[src/rtl/mem_ctrl_pkg.sv]
// Shared constants, state types and data helpers for the byte-serial memory controller.
package mem_ctrl_pkg;

   localparam int DATA_WIDTH        = 8;
   localparam int WORD_WIDTH        = 32;
   localparam int RAM_ADDRESS_WIDTH = 32;

   localparam logic TRUE  = 1'b1;
   localparam logic FALSE = 1'b0;

   localparam logic [1:0] IO_ADDR_HI_DEF = 2'b11;

   localparam logic [2:0] SIZE_BYTE = 3'd1;
   localparam logic [2:0] SIZE_HALF = 3'd2;
   localparam logic [2:0] SIZE_WORD = 3'd4;

   typedef enum logic [1:0] {IDLE, READ, WRITE} state_t;
   typedef enum logic [1:0] {KIND_FETCH, KIND_LOAD, KIND_STORE} kind_t;

   // Any size encoding other than 1 or 2 is treated as a full word so a transfer always terminates.
   function automatic logic [2:0] beatCount(input logic [2:0] size);
      case (size)
         SIZE_BYTE: beatCount = SIZE_BYTE;
         SIZE_HALF: beatCount = SIZE_HALF;
         default:   beatCount = SIZE_WORD;
      endcase
   endfunction

   function automatic logic [WORD_WIDTH-1:0] extendLoad(input logic [WORD_WIDTH-1:0] raw,
                                                        input logic [2:0]            size,
                                                        input logic                  isSigned);
      case (size)
         SIZE_BYTE: extendLoad = {{24{isSigned & raw[7]}}, raw[7:0]};
         SIZE_HALF: extendLoad = {{16{isSigned & raw[15]}}, raw[15:0]};
         default:   extendLoad = raw;
      endcase
   endfunction

endpackage

[src/rtl/mem_ctrl_if.sv]
// Requester and RAM-port bundle of the memory controller; master is the controller side.
interface mem_ctrl_if
   import mem_ctrl_pkg::*;
#(
   parameter int ADDR_W = RAM_ADDRESS_WIDTH
);

   logic                  in_misbranch;

   logic                  in_fetch_req;
   logic [ADDR_W-1:0]     in_fetch_addr;
   logic                  out_fetch_done;
   logic [WORD_WIDTH-1:0] out_fetch_data;

   logic                  in_load_req;
   logic [ADDR_W-1:0]     in_load_addr;
   logic [2:0]            in_load_size;
   logic                  in_load_signed;
   logic                  out_load_done;
   logic [WORD_WIDTH-1:0] out_load_data;

   logic                  in_store_req;
   logic [ADDR_W-1:0]     in_store_addr;
   logic [2:0]            in_store_size;
   logic [WORD_WIDTH-1:0] in_store_data;
   logic                  out_store_done;

   logic [DATA_WIDTH-1:0] mem_din;
   logic [DATA_WIDTH-1:0] mem_dout;
   logic [ADDR_W-1:0]     mem_a;
   logic                  mem_wr;
   logic                  io_buffer_full;

   modport master (
      input  in_misbranch,
      input  in_fetch_req, in_fetch_addr,
      output out_fetch_done, out_fetch_data,
      input  in_load_req, in_load_addr, in_load_size, in_load_signed,
      output out_load_done, out_load_data,
      input  in_store_req, in_store_addr, in_store_size, in_store_data,
      output out_store_done,
      input  mem_din, io_buffer_full,
      output mem_dout, mem_a, mem_wr
   );

   modport slave (
      output in_misbranch,
      output in_fetch_req, in_fetch_addr,
      input  out_fetch_done, out_fetch_data,
      output in_load_req, in_load_addr, in_load_size, in_load_signed,
      input  out_load_done, out_load_data,
      output in_store_req, in_store_addr, in_store_size, in_store_data,
      input  out_store_done,
      output mem_din, io_buffer_full,
      input  mem_dout, mem_a, mem_wr
   );

endinterface

[src/rtl/mem_ctrl.sv]
// Arbitrates fetch, load and store requesters onto the 8-bit RAM/IO port, serialising
// each access into byte beats and assembling little-endian read data.
module mem_ctrl
   import mem_ctrl_pkg::*;
#(
   parameter int         ADDR_W     = RAM_ADDRESS_WIDTH,
   parameter logic [1:0] IO_ADDR_HI = IO_ADDR_HI_DEF
)(
   input logic        clk,
   input logic        rst,
   input logic        rdy,
   mem_ctrl_if.master bus
);

   state_t                r_state, w_state;
   kind_t                 r_kind, w_kind;
   logic [ADDR_W-1:0]     r_addr, w_addr;
   logic [2:0]            r_size, w_size;
   logic                  r_signed, w_signed;
   logic [WORD_WIDTH-1:0] r_wdata, w_wdata;
   logic [WORD_WIDTH-1:0] r_rdata, w_rdata;
   logic [2:0]            r_cnt, w_cnt;

   logic                  r_loadPend, w_loadPend;
   logic [ADDR_W-1:0]     r_loadAddr, w_loadAddr;
   logic [2:0]            r_loadSize, w_loadSize;
   logic                  r_loadSigned, w_loadSigned;

   logic                  r_storePend, w_storePend;
   logic [ADDR_W-1:0]     r_storeAddr, w_storeAddr;
   logic [2:0]            r_storeSize, w_storeSize;
   logic [WORD_WIDTH-1:0] r_storeData, w_storeData;

   logic [ADDR_W-1:0]     r_memA, w_memA;
   logic [DATA_WIDTH-1:0] r_memDout, w_memDout;
   logic                  r_memWr, w_memWr;

   logic                  r_fetchDone, w_fetchDone;
   logic [WORD_WIDTH-1:0] r_fetchData, w_fetchData;
   logic                  r_loadDone, w_loadDone;
   logic [WORD_WIDTH-1:0] r_loadData, w_loadData;
   logic                  r_storeDone, w_storeDone;

   logic                  w_ioBlocked;
   logic [1:0]            w_rdLane;
   logic [WORD_WIDTH-1:0] w_result;

   // All state advances only when the core is ready; reset wins over everything.
   always_ff @(posedge clk) begin
      if (rst) begin
         r_state      <= IDLE;
         r_kind       <= KIND_FETCH;
         r_addr       <= '0;
         r_size       <= '0;
         r_signed     <= FALSE;
         r_wdata      <= '0;
         r_rdata      <= '0;
         r_cnt        <= '0;
         r_loadPend   <= FALSE;
         r_loadAddr   <= '0;
         r_loadSize   <= '0;
         r_loadSigned <= FALSE;
         r_storePend  <= FALSE;
         r_storeAddr  <= '0;
         r_storeSize  <= '0;
         r_storeData  <= '0;
         r_memA       <= '0;
         r_memDout    <= '0;
         r_memWr      <= FALSE;
         r_fetchDone  <= FALSE;
         r_fetchData  <= '0;
         r_loadDone   <= FALSE;
         r_loadData   <= '0;
         r_storeDone  <= FALSE;
      end else if (rdy) begin
         r_state      <= w_state;
         r_kind       <= w_kind;
         r_addr       <= w_addr;
         r_size       <= w_size;
         r_signed     <= w_signed;
         r_wdata      <= w_wdata;
         r_rdata      <= w_rdata;
         r_cnt        <= w_cnt;
         r_loadPend   <= w_loadPend;
         r_loadAddr   <= w_loadAddr;
         r_loadSize   <= w_loadSize;
         r_loadSigned <= w_loadSigned;
         r_storePend  <= w_storePend;
         r_storeAddr  <= w_storeAddr;
         r_storeSize  <= w_storeSize;
         r_storeData  <= w_storeData;
         r_memA       <= w_memA;
         r_memDout    <= w_memDout;
         r_memWr      <= w_memWr;
         r_fetchDone  <= w_fetchDone;
         r_fetchData  <= w_fetchData;
         r_loadDone   <= w_loadDone;
         r_loadData   <= w_loadData;
         r_storeDone  <= w_storeDone;
      end
   end

   // Incoming pulses are merged into the slots before arbitration, so a pulse arriving
   // in an idle cycle can be granted on the very edge that would otherwise latch it.
   always_comb begin
      w_state      = r_state;
      w_kind       = r_kind;
      w_addr       = r_addr;
      w_size       = r_size;
      w_signed     = r_signed;
      w_wdata      = r_wdata;
      w_rdata      = r_rdata;
      w_cnt        = r_cnt;
      w_loadPend   = r_loadPend;
      w_loadAddr   = r_loadAddr;
      w_loadSize   = r_loadSize;
      w_loadSigned = r_loadSigned;
      w_storePend  = r_storePend;
      w_storeAddr  = r_storeAddr;
      w_storeSize  = r_storeSize;
      w_storeData  = r_storeData;
      w_memA       = r_memA;
      w_memDout    = r_memDout;
      w_memWr      = FALSE;
      w_fetchDone  = FALSE;
      w_fetchData  = r_fetchData;
      w_loadDone   = FALSE;
      w_loadData   = r_loadData;
      w_storeDone  = FALSE;
      w_rdLane     = r_cnt[1:0] - 2'd1;
      w_result     = '0;

      if (bus.in_store_req) begin
         w_storePend = TRUE;
         w_storeAddr = bus.in_store_addr;
         w_storeSize = beatCount(bus.in_store_size);
         w_storeData = bus.in_store_data;
      end
      if (bus.in_load_req) begin
         w_loadPend   = TRUE;
         w_loadAddr   = bus.in_load_addr;
         w_loadSize   = beatCount(bus.in_load_size);
         w_loadSigned = bus.in_load_signed;
      end
      if (bus.in_misbranch) begin
         w_loadPend = FALSE;
      end

      // A blocked IO store also holds back load and fetch so nothing overtakes the commit.
      w_ioBlocked = w_storePend && (w_storeAddr[17:16] == IO_ADDR_HI) && bus.io_buffer_full;

      case (r_state)
         IDLE: begin
            if (w_storePend) begin
               if (!w_ioBlocked) begin
                  w_state     = WRITE;
                  w_kind      = KIND_STORE;
                  w_addr      = w_storeAddr;
                  w_size      = w_storeSize;
                  w_signed    = FALSE;
                  w_wdata     = w_storeData;
                  w_cnt       = 3'd1;
                  w_memA      = w_storeAddr;
                  w_memDout   = w_storeData[DATA_WIDTH-1:0];
                  w_memWr     = TRUE;
                  w_storePend = FALSE;
               end
            end else if (w_loadPend) begin
               w_state    = READ;
               w_kind     = KIND_LOAD;
               w_addr     = w_loadAddr;
               w_size     = w_loadSize;
               w_signed   = w_loadSigned;
               w_rdata    = '0;
               w_cnt      = 3'd0;
               w_memA     = w_loadAddr;
               w_loadPend = FALSE;
            end else if (bus.in_fetch_req && !bus.in_misbranch) begin
               w_state  = READ;
               w_kind   = KIND_FETCH;
               w_addr   = bus.in_fetch_addr;
               w_size   = SIZE_WORD;
               w_signed = FALSE;
               w_rdata  = '0;
               w_cnt    = 3'd0;
               w_memA   = bus.in_fetch_addr;
            end
         end

         // RAM returns a byte one cycle after its address, so byte j lands two edges after beat j.
         READ: begin
            if (bus.in_misbranch) begin
               w_state = IDLE;
               w_cnt   = 3'd0;
            end else begin
               if (({1'b0, r_cnt} + 4'd1) < {1'b0, r_size}) begin
                  w_memA = r_addr + ADDR_W'(r_cnt + 3'd1);
               end
               if (r_cnt != 3'd0) begin
                  w_rdata[{w_rdLane, 3'b000} +: DATA_WIDTH] = bus.mem_din;
               end
               if (r_cnt == r_size) begin
                  w_result = extendLoad(w_rdata, r_size, r_signed);
                  if (r_kind == KIND_LOAD) begin
                     w_loadDone = TRUE;
                     w_loadData = w_result;
                  end else begin
                     w_fetchDone = TRUE;
                     w_fetchData = w_result;
                  end
                  w_state = IDLE;
                  w_cnt   = 3'd0;
               end else begin
                  w_cnt = r_cnt + 3'd1;
               end
            end
         end

         // Committed stores always run to completion, flush or not.
         WRITE: begin
            if (r_cnt == r_size) begin
               w_storeDone = TRUE;
               w_state     = IDLE;
               w_cnt       = 3'd0;
            end else begin
               w_memA    = r_addr + ADDR_W'(r_cnt);
               w_memDout = r_wdata[{r_cnt[1:0], 3'b000} +: DATA_WIDTH];
               w_memWr   = TRUE;
               w_cnt     = r_cnt + 3'd1;
            end
         end

         default: begin
            w_state = IDLE;
            w_cnt   = 3'd0;
         end
      endcase
   end

   assign bus.out_fetch_done = r_fetchDone;
   assign bus.out_fetch_data = r_fetchData;
   assign bus.out_load_done  = r_loadDone;
   assign bus.out_load_data  = r_loadData;
   assign bus.out_store_done = r_storeDone;
   assign bus.mem_a          = r_memA;
   assign bus.mem_dout       = r_memDout;
   assign bus.mem_wr         = r_memWr;

endmodule

[src/flat_wrapper.sv]
// flat-port wrapper written by rule: the top's interface ports become plain ports
module mem_ctrl_flat import mem_ctrl_pkg::*;
#(
   parameter int         ADDR_W     = RAM_ADDRESS_WIDTH,
   parameter logic [1:0] IO_ADDR_HI = IO_ADDR_HI_DEF
)
  (clk, rst, rdy, bus_in_misbranch, bus_in_fetch_req, bus_in_fetch_addr, bus_out_fetch_done, bus_out_fetch_data, bus_in_load_req, bus_in_load_addr, bus_in_load_size, bus_in_load_signed, bus_out_load_done, bus_out_load_data, bus_in_store_req, bus_in_store_addr, bus_in_store_size, bus_in_store_data, bus_out_store_done, bus_mem_din, bus_io_buffer_full, bus_mem_dout, bus_mem_a, bus_mem_wr);
  mem_ctrl_if #(.ADDR_W(ADDR_W)) bus_i ();
  input logic clk;
  input logic rst;
  input logic rdy;
  input wire logic [$bits(bus_i.in_misbranch)-1:0] bus_in_misbranch;
  input wire logic [$bits(bus_i.in_fetch_req)-1:0] bus_in_fetch_req;
  input wire logic [$bits(bus_i.in_fetch_addr)-1:0] bus_in_fetch_addr;
  output wire logic [$bits(bus_i.out_fetch_done)-1:0] bus_out_fetch_done;
  output wire logic [$bits(bus_i.out_fetch_data)-1:0] bus_out_fetch_data;
  input wire logic [$bits(bus_i.in_load_req)-1:0] bus_in_load_req;
  input wire logic [$bits(bus_i.in_load_addr)-1:0] bus_in_load_addr;
  input wire logic [$bits(bus_i.in_load_size)-1:0] bus_in_load_size;
  input wire logic [$bits(bus_i.in_load_signed)-1:0] bus_in_load_signed;
  output wire logic [$bits(bus_i.out_load_done)-1:0] bus_out_load_done;
  output wire logic [$bits(bus_i.out_load_data)-1:0] bus_out_load_data;
  input wire logic [$bits(bus_i.in_store_req)-1:0] bus_in_store_req;
  input wire logic [$bits(bus_i.in_store_addr)-1:0] bus_in_store_addr;
  input wire logic [$bits(bus_i.in_store_size)-1:0] bus_in_store_size;
  input wire logic [$bits(bus_i.in_store_data)-1:0] bus_in_store_data;
  output wire logic [$bits(bus_i.out_store_done)-1:0] bus_out_store_done;
  input wire logic [$bits(bus_i.mem_din)-1:0] bus_mem_din;
  input wire logic [$bits(bus_i.io_buffer_full)-1:0] bus_io_buffer_full;
  output wire logic [$bits(bus_i.mem_dout)-1:0] bus_mem_dout;
  output wire logic [$bits(bus_i.mem_a)-1:0] bus_mem_a;
  output wire logic [$bits(bus_i.mem_wr)-1:0] bus_mem_wr;
  assign bus_i.in_misbranch = bus_in_misbranch;
  assign bus_i.in_fetch_req = bus_in_fetch_req;
  assign bus_i.in_fetch_addr = bus_in_fetch_addr;
  assign bus_out_fetch_done = bus_i.out_fetch_done;
  assign bus_out_fetch_data = bus_i.out_fetch_data;
  assign bus_i.in_load_req = bus_in_load_req;
  assign bus_i.in_load_addr = bus_in_load_addr;
  assign bus_i.in_load_size = bus_in_load_size;
  assign bus_i.in_load_signed = bus_in_load_signed;
  assign bus_out_load_done = bus_i.out_load_done;
  assign bus_out_load_data = bus_i.out_load_data;
  assign bus_i.in_store_req = bus_in_store_req;
  assign bus_i.in_store_addr = bus_in_store_addr;
  assign bus_i.in_store_size = bus_in_store_size;
  assign bus_i.in_store_data = bus_in_store_data;
  assign bus_out_store_done = bus_i.out_store_done;
  assign bus_i.mem_din = bus_mem_din;
  assign bus_i.io_buffer_full = bus_io_buffer_full;
  assign bus_mem_dout = bus_i.mem_dout;
  assign bus_mem_a = bus_i.mem_a;
  assign bus_mem_wr = bus_i.mem_wr;
  mem_ctrl #(.ADDR_W(ADDR_W), .IO_ADDR_HI(IO_ADDR_HI)) u_core (.clk(clk), .rst(rst), .rdy(rdy), .bus(bus_i));
endmodule
[config.mk]
export PLATFORM = sky130hd
export DESIGN_NAME = mem_ctrl_flat
export DESIGN_NICKNAME = d
export VERILOG_FILES = /design/src/rtl/mem_ctrl_pkg.sv /design/src/rtl/mem_ctrl_if.sv /design/src/rtl/mem_ctrl.sv /design/src/flat_wrapper.sv
export SDC_FILE = /design/constraint.sdc
export NUM_CORES = 1
export LEC_CHECK = 0
export ABC_AREA = 1
export CAP_MARGIN = 20
export CORE_MARGIN = 2
export CORE_UTILIZATION = 50
export DETAILED_ROUTE_END_ITERATION = 8
export PLACE_DENSITY = 0.75
export SLEW_MARGIN = 0
export SYNTH_ARGS = -nofsm -noshare
export SYNTH_HDL_FRONTEND = slang
export SYNTH_SLANG_ARGS = --single-unit
[constraint.sdc]
create_clock -name clk -period 7.9 [get_ports clk]
set_clock_uncertainty 0.2 [all_clocks]
set_input_delay 1.185 -clock clk [delete_from_list [all_inputs] [get_ports clk]]
set_output_delay 1.185 -clock clk [all_outputs]
set_load 0.02 [all_outputs]
# --- Word-level counts from Yosys, hierarchy flattened ---
# Cells that the tools add are included.
totals:
  ff_bits: 320
  input_bits: 151
  wordCells: 156
classes:
  add_sub_neg: 7
  n_lt_le_gt_ge: 1
  n_eq_ne: 21
  shift: 3
  mux: 77
  bitwise_logic: 5
  reduce_logical: 18
ops:
  columns: ["op", "count"]
  rows:
  - ["$mux 32", 17]
  - ["$pmux 32 s2", 2]
  - ["$pmux 32 s3", 1]
  - ["$mux 3", 12]
  - ["$add 32x3->32", 1]
  - ["$add 32x32->32", 1]
  - ["$bwmux 32", 1]
  - ["$shift 8x7->32 const A", 1]
  - ["$shiftx 32x6->8", 1]
  - ["$shiftx 8x7->32", 1]
  - ["$mux 1", 26]
  - ["$mux 8", 3]
  - ["$reduce_and 5->1", 4]
  - ["$mux 2", 9]
  - ["$pmux 8 s2", 1]
  - ["$ne 2x2->1 const B", 6]
  - ["$pmux 3 s2", 2]
  - ["$eq 3x1->1 const B", 3]
  - ["$eq 3x2->1 const B", 3]
  - ["$pmux 3 s3", 1]
  - ["$reduce_bool 3->1", 3]
  - ["$add 3x1->4 const B", 2]
  - ["$reduce_and 4->1", 2]
  - ["$neg 5->7", 1]
  - ["other kinds (20)", 28]

# --- Longest topological paths before layout ---
# Gate-level depths: netlist (run 1).
logic_depth:
  ltp_word: 9
  mapped_depth: 19
  depth_no_buf: 17

# --- Worst setup path after synthesis (run 1) ---
# OpenSTA, ideal clock, no wires.
synth_timing:
  kind: "register to register"
  startpoint: "register u_core.r_cnt[0]"
  endpoint: "register u_core.r_memA[18] (netlist: u_core.bus.mem_a[18])"
  arrival_ps: 2657
  required_ps: 7583
  setup_slack_ps: 4926
  stages_incl_launch_ff: 17
  n_path_buf: 2
  period_less_slack_ps: 2974
  path_cell_list: "dfxtp_1 buf_4 inv_2 clkbuf_1 ha_1 inv_1 o21ai_0 fa_1 nand3_1 nand3_1 inv_1 nor2_1 nand2_1 o21ai_0 a21oi_1 nor2_1 nor2_1"
synth_via:
  elab_chain_len: 5
  elab_cells_between_ends: 13
  classes_between: "add/sub (4); order compare (1); eq/ne (3); mux (4); reduce/logical (1)"
synth_lines:
  columns: ["element", "line_no", "rtl"]
  rows:
  - ["start: declaration", "mem_ctrl.sv:22", "logic [2:0] r_cnt, w_cnt;"]
  - ["start signal: assignment", "mem_ctrl.sv:83", "r_cnt <= w_cnt;"]
  - ["$add 3x1->4", "mem_ctrl.sv:196, mem_ctrl.sv:197", null]
  - ["$add 32x32->32", "mem_ctrl.sv:197", "w_memA = r_addr + ADDR_W'(r_cnt + 3'd1);"]
  - ["$mux 32", "mem_ctrl.sv:196", "if (({1'b0, r_cnt} + 4'd1) < {1'b0, r_size}) begin"]
  - ["$mux 32", "mem_ctrl.sv:192", "if (bus.in_misbranch) begin"]
  - ["$pmux 32 s3", "mem_ctrl.sv:152", "case (r_state)"]
  - ["end signal: assignment", "mem_ctrl.sv:92", "r_memA <= w_memA;"]
  - ["end: declaration", "mem_ctrl.sv:34", "logic [ADDR_W-1:0] r_memA, w_memA;"]
# Several ways; a longest one is shown, not always the timed one. The select of a mux whose other input is x is not followed.
# A chain may end at the register's enable or synchronous reset.

# --- Final worst setup path (run 1) ---
layout_timing:
  startpoint: "register u_core.r_cnt[1]"
  endpoint: "register u_core.r_memA[27] (netlist: u_core.bus.mem_a[27])"
# The elaborated chain is that of the path after synthesis.

==> results.ini, run 1 <==
[status]
status=finished, final reports clean

[clock_network]
cts_setup_buffers=0
cts_buffer_depth=3
cts.sink_count=320
ctsHoldBuffers=0
clk_pin_slew_ns=0.06
cts_resized=0
cts_buffers=36
cts_tree=done
h-tree-depth=2
clk_latency_ns=0.53
clock-root-buffer=clkbuf_16

[setup_path]
reg2reg_depth=14
rrSetupSlack_ns=4.06
start_kind=flop
cp_common_cell=nand2_1
slowest_stage=dfxtp_1
critPathMaxStageDelay_ns=0.72
critPathArrivalTime_ns=3.98
path_class=flop to flop
cp.required_ns=8.04
worstReg2RegEnd=u_core.bus.mem_a[27]
r2r-start=u_core.r_cnt[1]
endpoint_kind=flop
critical_path.top_delay_family=compound AO/OA/AOI/OAI gates
crit_chain=inv_1 -> ha_1 -> inv_1 -> o21ai_0 -> ha_1 -> nor2_1 -> nand2_1 -> nand2_1 -> o21ai_1 -> nand2_1 -> nand2_1 -> nand3_1 -> nand2_1 -> a21oi_1
cp_num_buf_inv=2
cp_max_fo=17

[timing]
period_share_pct=48.6
clock.fmax_ghz=0.261
holdWs_ns=0.257
max_slew_margin_pct=30.6
hold_viol=0
fin_crit_ns=3.84
rsz0062_at_grt=false
final.setup.tns_ns=0
setup_viol_count_final=0
slew_violations=0
worst_pin_slew_ns=1.04

[grt]
grt_overflow=0
grt_max_degree=114
antenna_found_initial=2
global_route.usage.met1_pct=40.0
gr-usage-met2_pct=43.2
top_usage_layer=met2
grt_pass1_wl_um=76200
track_usage_pct=27.8
grt_pass1_vias=14700
met3_usage_pct=3.63

[route]
drc_errors=0
totalWireLength_um=48400
vias=16400
drtIter0Drc=1533
ant_nets=0
wl_per_cell_um=16.2
drt-pass1-iter-count=6
vias_per_cell=5.51

[final_layout]
regArea_um2=6410
drive_above_1_share_pct=4.81
num-fill-cells=2913
num-nets-final=2721
area_growth_pct=22.0
multi_input_area_um2=7800
finalNonFillerCells=2984
final_area_um2=19700

[die]
core-area_um2=31600
die-area_um2=33700
ios=259
die_h_um=184
die_x_um=184
start_util_pct=51.0
row_count=65

[place]
portBuffers=258
placed_cell_area_um2=18500
placed_cells=2917
dp_hpwl_um=33500
gp_congestion=0.932

[hold_path]
worstHoldEndpoint=u_core.r_rdata[16]
hp-class=flop to flop
hold_start=u_core.r_rdata[16]
hold_depth=2

[synth]
synth-edff-count=0
netlist_top_cells_area=dfxtp_1 (40%), nand2_1 (12%), o21ai_0 (9.9%), a21oi_1 (9.2%), inv_1 (6.9%)
synth_nets=2570
synth_cell_type_count=44
yosys-top-cells-count=nand2_1 (528), dfxtp_1 (320), o21ai_0 (319)
synth-async-reset-ratio_pct=0
ys_ff_latch=320
synth_top_area_cell=dfxtp_1
synthCells=2402
yosys_warnings=0
netlist_area_um2=16100
avgSynthCellArea_um2=6.72
yosysMostFrequentCell=nand2_1
ys.flop_type=dfxtp_1
synth_seq_area_share_pct=39.7
synth_top_area_share_pct=39.7

[power]
power_density_nw_per_um2=213
p_total_uw=4190
ir_drop_mv=0.150
p_leak_uw=0.00811

[run]
maxCapViolCount=0

[kinds of logic (layout without fill, tap and decap cells)]
kind of cell / Yosys count / after routing / synth area share [%]
DFF: 320 / 320 / 39.7
muxes: 2 / 2 / 0.124
other: 0 / 2 / 0
AOI/OAI and AO/OA: 729 / 729 / 23.9
buffers and inverters: 468 / 646 / 12.1
and+or+nand+nor: 859 / 859 / 22.5
adders and majority gates: 17 / 17 / 1.36
xor gates and xnor gates: 7 / 7 / 0.380
[per-layer routing]
metal	part of all wire, %	vias to the layer above
li1	-	8127
met1	46	7519
met2	43	708
met3	7.8	94
met4	2.8	0
met5	0	-
[state kept, by name (all words and copies together) (netlist names), 2 cells and up]
name,flops
u_core.r_wdata,32
u_core.r_storeData,32
u_core.r_loadSize,3
u_core.r_addr,32
u_core.bus.mem_a,32
u_core.r_loadAddr,32
u_core.r_kind,2
u_core.r_cnt,3
u_core.bus.out_load_data,32
u_core.r_size,3
u_core.bus.mem_dout,8
u_core.r_rdata,32
u_core.r_storeAddr,32
u_core.r_state,2
u_core.bus.out_fetch_data,32
u_core.r_storeSize,3
[where the power goes]
part	internal, uW	switching (uW)
combinational	282	495
clock	942	687
sequential	1720	62.0
[worst max-delay path by stage]
stage,startpoint,end,slack (ns),cells past startpoint
2_1_floorplan,u_core.r_cnt[0],u_core.bus.mem_a[18],4.93,16
3_3_place_gp,rdy,u_core.bus.out_load_data[13],3.75,9
3_5_place_dp,rdy,u_core.bus.out_load_data[9],3.61,9
4_1_cts,u_core.r_cnt[1],u_core.bus.mem_a[27],4.09,14
5_1_grt,u_core.r_cnt[1],u_core.bus.mem_a[18],3.73,14
6_report,u_core.r_cnt[1],u_core.bus.mem_a[27],4.06,14
[stage by stage]
| step | setup slack, ns | util [%] |
|---|---|---|
| 2_1_floorplan | 4.93 | - |
| 3_3_place_gp | 3.75 | 58.6 |
| 3_5_place_dp | 3.61 | 58.6 |
| 4_1_cts | 4.09 | 62.2 |
| 5_1_grt | 3.73 | 62.2 |
| 6_report | 4.06 | 62.2 |
[layout by cell type (no fill, tap or decap), types with 3 or more instances in the layout]
cell               n
inv_2             14
o21ai_0          319
clkinv_2           6
nor2_1           140
clkbuf_1           9
nor2_4             9
a211oi_1          37
a31oi_1           11
clkbuf_8           8
nand3_2            5
ha_1              16
clkbuf_16         37
clkdlybuf4s50_1  255
o211ai_1          19
inv_6              3
nand4_1            5
inv_1            295
nor3_1             4
xor2_1             4
dfxtp_1          320
nand2_2            7
a21oi_1          298
o31ai_1            7
buf_4             13
nand3_1          143
o21ai_1           31
xnor2_1            3
nand2_1          528
or2_2              8
[layout make-up]
cell class	count	area share [%]
Clock inverter	11	0.369
Sequential cell	320	32.5
Multi-Input combinational cell	1614	39.6
Clock buffer	54	5.43
Inverter	311	5.94
Tap cell	402	2.55
Antenna cell	2	0.0254
Timing Repair Buffer	270	13.5
[worst register-to-register path, cell delays in order, from the launching register on]
cell	delay [ns]
dfxtp_1	0.72
inv_1	0.20
ha_1	0.46
inv_1	0.11
o21ai_0	0.45
ha_1	0.27
nor2_1	0.05
nand2_1	0.09
nand2_1	0.11
o21ai_1	0.56
nand2_1	0.11
nand2_1	0.08
nand3_1	0.06
nand2_1	0.10
a21oi_1	0.07
(Power assumes the default switching activity.)
==> run 2, diff against run 1 <==
==> constraint.sdc (replaced) <==
create_clock -name clk -period 3.9 [get_ports clk]
set_clock_uncertainty 0.2 [all_clocks]
set_input_delay 0.585 -clock clk [delete_from_list [all_inputs] [get_ports clk]]
set_output_delay 0.585 -clock clk [all_outputs]
set_load 0.02 [all_outputs]
==> results.ini, run 2 (synthesis results as in run 1) <==
[place]
dp_hpwl_um=34800
placed_cell_area_um2=18700
placed_cells=2927
portBuffers=258
gp_congestion=0.924

[timing]
clock.fmax_ghz=0.306
fin_crit_ns=3.26
hold_viol=0
slew_violations=0
final.setup.tns_ns=0
rsz0062_at_grt=false
max_slew_margin_pct=33.9
setup_viol_count_final=0
period_share_pct=83.7
worst_pin_slew_ns=0.991

[setup_path]
cp_common_cell=nand2_1
cp_max_fo=16
critPathArrivalTime_ns=3.51
path_class=flop to flop
crit_chain=inv_1 -> ha_1 -> nand2_1 -> o21ai_0 -> fa_1 -> nand3_1 -> nand3_1 -> nand2_1 -> nor2_1 -> nand2_1 -> nand3_1 -> nand2_1 -> nand2_1 -> a21oi_1
endpoint_kind=flop
critPathMaxStageDelay_ns=0.51
cp.required_ns=4.15
slowest_stage=fa_1
start_kind=flop

[hold_path]
hp-class=flop to flop

[clock_network]
cts_tree=done
cts_resized=0
cts.sink_count=320
cts_setup_buffers=0
cts_buffers=36
clk_latency_ns=0.52
ctsHoldBuffers=0
clock-root-buffer=clkbuf_16
h-tree-depth=2
cts_buffer_depth=3
clk_pin_slew_ns=0.06

[run]
maxCapViolCount=0

[final_layout]
area_growth_pct=22.8
final_area_um2=19800
final_cell_mix=nand2_1 (528), dfxtp_1 (320), o21ai_0 (319)
layout_commonest_cell=nand2_1
drive_above_1_share_pct=4.98
num-nets-final=2732
num-fill-cells=2883
fin_util_pct=62.7
finalNonFillerCells=2992

[die]
start_util_pct=51.0
die-area_um2=33700
die_x_um=184
row_count=65
ios=259
core-area_um2=31600
die_h_um=184

[power]
power_density_nw_per_um2=431
p_leak_uw=0.00818
p_total_uw=8540
ir_drop_mv=0.290

[route]
vias_per_cell=5.50
wl_per_cell_um=16.4
totalWireLength_um=49000
vias=16500
drt-pass1-iter-count=5
drtIter0Drc=1651
drc_errors=0
ant_nets=0

[grt]
grt_max_degree=183
track_usage_pct=28.5
grt_pass1_wl_um=77600
antenna_found_initial=2
grt_pass1_vias=14800
grt_overflow=0

[status]
status=finished, final reports clean

-- run 2: changes by cell type in the layout (fill, tap and decap cells not counted), sizes merged --
cell      delta
clkinv       -3
clkinvlp     -1
buf         +11
clkbuf       +1
bufinv       +2
inv          -2
-- run 2: where the power goes --
group	switching [uW]	total [uW]	leakage, uW	internal (uW)
combinational	1010	1600	0.00500	588
clock	1340	3330	0.000562	1990
sequential	131	3620	0.00262	3490
total	2480	8540	0.00818	6060
-- run 2: final timing paths --
kind                            slack, ns              startpoint  cells past startpoint                endpoint
worst min-delay path                 0.25  u_core.bus.mem_dout[0]                      2  u_core.bus.mem_dout[0]
worst min register to register       0.25  u_core.bus.mem_dout[0]                      2  u_core.bus.mem_dout[0]
worst max register to register       0.64       u_core.r_state[0]                     14    u_core.bus.mem_a[10]
worst max-delay path                 0.64       u_core.r_state[0]                     14    u_core.bus.mem_a[10]
-- run 2: final cells by class --
| cell class | count | area [um^2] | area share [%] |
|---|---|---|---|
| Clock inverter | 7 | 88.8 | 0.448 |
| Tap cell | 402 | 503 | 2.54 |
| Sequential cell | 320 | 6410 | 32.3 |
| Antenna cell | 2 | 5.00 | 0.0252 |
| Multi-Input combinational cell | 1614 | 7800 | 39.3 |
| Timing Repair Buffer | 281 | 2810 | 14.2 |
| Inverter | 311 | 1170 | 5.90 |
| Clock buffer | 55 | 1050 | 5.31 |
-- run 2: metrics by stage --
step           setup WS (ns)  hold slack, ns
2_1_floorplan          0.926           0.229
3_3_place_gp           0.731           0.239
3_5_place_dp           0.641           0.239
4_1_cts                0.634           0.240
5_1_grt                0.380           0.264
6_report               0.636           0.247
-- run 2: worst max-delay path, delay by kind of cell (launching register included) --
kind                       cells  cell delay [ns]
AOI/OAI and AO/OA              2             0.38
adders and majority gates      2             0.91
buffers and inverters          1             0.08
DFF                            1             0.38
and+or+nand+nor                9             1.26
-- run 2: layer usage --
layer | vias to the layer above | global-route usage [%] | wire length [um] | share of wire, %
li1 | 8157 | - | - | -
met1 | 7574 | 42.5 | 22900 | 47
met2 | 651 | 43.4 | 21400 | 44
met3 | 72 | 2.91 | 3540 | 7.2
met4 | 0 | 8.06 | 1180 | 2.4
met5 | - | 0 | 0 | 0
==> patch 1, RTL diff (config.mk and constraints of run 2) <==
The package constant `DATA_WIDTH` goes from 8 to 6.
--- a/src/rtl/mem_ctrl_pkg.sv
+++ b/src/rtl/mem_ctrl_pkg.sv
@@ -3,3 +3,3 @@
 
-   localparam int DATA_WIDTH        = 8;
+   localparam int DATA_WIDTH        = 6;
    localparam int WORD_WIDTH        = 32;
Interface: changed (resized bus_mem_din and bus_mem_dout); port bits go from 259 to 255. No check against the original RTL was run, so the function may have changed too.
==> patch 1 against run 2 <==
Sequential power fell by 12%. Design area decreased by 9.3%. Via count is 11% lower. Total power is 6.6% lower. Critical path depth shrank 1. Wire length down 12%. Synthesized cell count shrank 8.5%. Synthesized area shrank 11%. Sequential cell count is 40 lower. Worst setup slack worse by 0.18 ns. Hold slack hardly changed. Maximum frequency decreased by 5.2%.
==> patch 1: results (changes against run 2) <==
Worst setup path
  – R2R setup slack: 0.46 ns (-0.18 ns)
  – Crit path arrival time: 3.73 ns (+0.22 ns)
  – RR Endpoint: u_core.bus.mem_a[21]
  – FF-to-FF path depth: 13 (-1)
  – Crit-path max FO: 11 (-5)

Power and ir drop
  – Switching portion of total power: 28.18% (-0.84 points)
  – Seq pwr share: 40.0% (-2.3 points)

Clocking
  – H-tree levels: 1 (-1)
  – Latest clock arrival within the worst-skew pair: 0.56 ns (+0.04 ns)

Placed design
  – IO buf count: 241 (-6.6%)
  – Post-detail-place hpwl: 30.04 mm (-14%)
  – Setup WS pre-CTS: 0.4753 ns (-0.1653 ns)

Logic synthesis
  – Mux contribution to synthesized area: 0.5581% (+0.43 points)
  – Post-Synth Adder-Cell Area: 1.622% (+0.26 points)
  – Synth top area share: 39.07% (-0.61 points)
  – Sequential element share of the synthesized area: 39.07% (-0.61 points)
  – Area contributors post-synth: dfxtp_1, nand2_1, o21ai_0
  – Synth Area in Compound Gates: 22.34% (-1.5 points)

Global routing
  – Global-route wire length before repair: 69.26 mm (-11%)
  – Antenna violations before repair: 3 (+1)
  – GRT Total Usage: 27.97% (-0.50 points)
  – Largest net degree at the start of global routing: 180 (-1.6%)
  – Grt met3 use: 4.276% (+1.4 points)

Final layout
  – Share of cells above drive strength 1: 4.209% (-0.78 points)
  – NumNets Final: 2,519 (-7.8%)

Routing
  – Via/cell ratio: 5.320 (-3.3%)
  – Drt initial violations: 1,270 (-23%)

STA
  – Worst-Margin Slew: 1.110 ns (+0.1188 ns)

Outcome
  – Outcome: complete, no violations
-- patch 1: cell families (layout without fill, tap and decap cells) --
family | Yosys count | after routing
xor+xnor | 11 | 11
other cells | 1 | 7
buf+inv | 439 | 615
mux | 8 | 8
simple gates | 827 | 827
fa+ha+maj | 18 | 18
flops | 280 | 280
compound gates | 613 | 613
-- patch 1: worst min path at each step --
stage	from	end	slack [ns]	depth (start not counted)
floorplan	u_core.r_wdata[2]	u_core.r_wdata[2]	0.24	2
global placement	u_core.bus.out_load_data[28]	u_core.bus.out_load_data[28]	0.23	2
detailed placement	u_core.bus.out_load_data[28]	u_core.bus.out_load_data[28]	0.24	2
CTS	u_core.bus.out_load_data[28]	u_core.bus.out_load_data[28]	0.25	2
global route	u_core.bus.out_load_data[24]	u_core.bus.out_load_data[24]	0.27	2
finish	u_core.bus.mem_dout[1]	u_core.bus.mem_dout[1]	0.25	2
-- patch 1: layer usage --
metal | vias to the layer above | part of all wire [%]
met1 | 6754 | 45
met5 | - | 0
met3 | 86 | 6.6
met4 | 0 | 3.0
li1 | 7334 | -
met2 | 524 | 45
-- patch 1: stage by stage --
step	instances	power [W]	instance area [um^2]
2_1_floorplan	2200	0.004129	14360
6_report	2763	0.007984	17990
5_1_grt	2763	0.008315	17990
4_1_cts	2760	0.008004	17980
3_5_place_dp	2704	0.004673	16810
3_3_place_gp	2704	0.004639	16810
-- patch 1: area by class of cell --
type	instances	area, um^2
Fill cell	2656	10480
Multi-Input combinational cell	1481	6993
Sequential cell	280	5605
Timing Repair Buffer	265	2624
Inverter	294	1106
Clock buffer	37	838.3
Tap cell	384	480.5
Clock inverter	19	331.6
Antenna cell	3	7.507
==> patch 2, RTL diff (settings of run 2) <==
Made on the original files. Make the reset (`rst`) asynchronous in one clocked block.
--- a/src/rtl/mem_ctrl.sv
+++ b/src/rtl/mem_ctrl.sv
@@ -48,3 +48,3 @@
    // All state advances only when the core is ready; reset wins over everything.
-   always_ff @(posedge clk) begin
+   always_ff @(posedge clk or posedge rst) begin
       if (rst) begin
Function: changed (a bounded check fails within 4 cycles, from zero or initial values and one cycle with rst high; the reset may be asserted at any time).
==> patch 2 against run 2 <==
Sequential cell count stayed put. First-iteration DRC count is 15% lower. Wire length is 3.2% lower. Design area increased by 3.4%. Worst setup slack gained 0.092 ns. Count of clock-buffer cells in the layout is 4 lower. Utilization is 0.19 points higher. Synthesized area up 2.7%.
Power is not compared: it rests on default switching activity, and its combinational part moved more than twofold at a synthesized area within 25%.
==> patch 2: results (changes against run 2) <==
Placed design
  – IO buf count: 258 (unchanged)
  – Final Wtd Congestion: 0.8998 (-2.6%)
  – Post-detail-place hpwl: 34.06 mm (-2.1%)

Logic synthesis
  – Count of different cell masters after synthesis: 34 (-23%)
  – Ys Warns: 0 (unchanged)
  – Synth Net Count: 2,391 (-7.0%)
  – Area contributors post-synth: dfrtp_1, nand2_1, o21ai_0
  – Sequential element share of the synthesized area: 48.31% (+8.6 points)
  – Primary FF master, synth: dfrtp_1
  – Most frequent cells after synthesis: nand2_1, dfrtp_1, o21ai_0
  – Async SR Flop Fraction: 100.0% (+100 points)

Worst setup path
  – CP peak stage delay: 0.40 ns (-0.11 ns)
  – CP delay by family, top: simple AND/OR/NAND/NOR gates
  – Crit path arrival time: 3.37 ns (-0.14 ns)
  – Crit-path max FO: 11 (-5)
  – Slowest CP cell: ha_1
  – Worst path buffer plus inverter count: 3 (+2)

Clocking
  – CTS max path bufs: 3 (unchanged)
  – Reg clk slew, reported paths: 0.06 ns (about the same)
  – Setup Buffers After CTS: 0 (unchanged)
  – CTS root buf: clkbuf_16
  – CTS-repair resized insts: 0 (unchanged)
  – Total CTS buffers: 36 (unchanged)
  – Latest clock arrival within the worst-skew pair: 0.51 ns
  – H-tree levels: 2 (unchanged)

Final layout
  – NumNets Final: 2,592 (-5.1%)
  – Share of cells above drive strength 1: 4.781% (-0.20 points)

Global routing
  – GRT Total Usage: 27.97% (-0.50 points)
  – Global-route wire length before repair: 76.53 mm (-1.3%)
  – Largest net degree at the start of global routing: 93 (-49%)
  – Antenna violations before repair: 5 (+3)

Routing
  – DRT Wirelength: 47.40 mm (-3.2%)
  – Via/cell ratio: 5.313 (-3.4%)
  – Drt initial violations: 1,396 (-15%)
  – TritonRoute pass-1 iters: 6 (+1)

Power and ir drop
  – Leak Pwr: 9.798 nW
  – Max VDD drop: 0.0003338 V
  – Internal power: 0.007905 W

STA
  – Slew headroom: 41.35% (+7.4 points)
  – Setup violators final: 0 (unchanged)

Outcome
  – Outcome: complete, no violations

Hold path
  – Type of the worst min-delay path: in -> async
patch 2: cell types whose count changed after synthesis, moves of 61 or more:
cell     delta
dfxtp_1   -320
o21ai_0    -61
dfrtp_1   +320
nand2_1   +346
a21oi_1   -287
inv_1     -123
patch 2: layer usage:
metal | track usage (%) | vias to the layer above | wire (um)
met5 | 0 | - | 11
met4 | 8.031 | 2 | 1074
met3 | 4.226 | 78 | 3088
met2 | 43.93 | 514 | 21760
met1 | 40.28 | 7251 | 21470
li1 | - | 7525 | -
patch 2: kinds of logic after synthesis:
kind of cell | after synthesis | synth area share (%)
compound gates | 366 | 11.58
mux | 35 | 2.114
flops | 320 | 48.31
xor+xnor | 4 | 0.2114
buf+inv | 304 | 7.602
fa+ha+maj | 17 | 1.329
simple gates | 1177 | 28.85
patch 2: power by group through the flow:
stage               Clock, W  Combinational [W]  Sequential [W]
CTS                  0.00327            0.00525         0.00469
finish               0.00323            0.00525         0.00469
floorplan                  0            0.00311         0.00494
global placement           0            0.00512         0.00471
detailed placement         0            0.00522         0.00473
global route         0.00341            0.00590         0.00478
patch 2: per-stage QoR:
step | setup WS (ns) | cells | TNS (ns) | cell area [um^2]
2_1_floorplan | -1.152 | 2223 | -368.58 | 16580
6_report | 0.7282 | 2893 | 0 | 20510
3_3_place_gp | 0.7038 | 2828 | 0 | 19390
4_1_cts | 0.7139 | 2889 | 0 | 20500
3_5_place_dp | 0.6447 | 2828 | 0 | 19390
5_1_grt | 0.4939 | 2892 | 0 | 20510
patch 2: worst paths after layout:
path,startpoint,end,slack [ns],cells past startpoint
max,u_core.r_cnt[1],u_core.bus.mem_a[18],0.73,14
min,rst,u_core.bus.mem_a[13],0.24,2
max reg2reg,u_core.r_cnt[1],u_core.bus.mem_a[18],0.73,14
min reg2reg,u_core.bus.out_fetch_data[10],u_core.bus.out_fetch_data[10],0.27,2
max in group asynchronous,rst,u_core.r_wdata[25],2.27,3
min in group clk,u_core.bus.out_fetch_data[10],u_core.bus.out_fetch_data[10],0.27,2
patch 2: final cells by class:
class                   count  area, um^2
repair buffers            284        2830
inverters                 183       690.7
clock buffers              51        1028
multi-input cells        1599        7311
clock inverters            10       77.57
fillers                  2902       12110
well taps                 442       553.0
diodes                      4       10.01
flip-flops and latches    320        8008
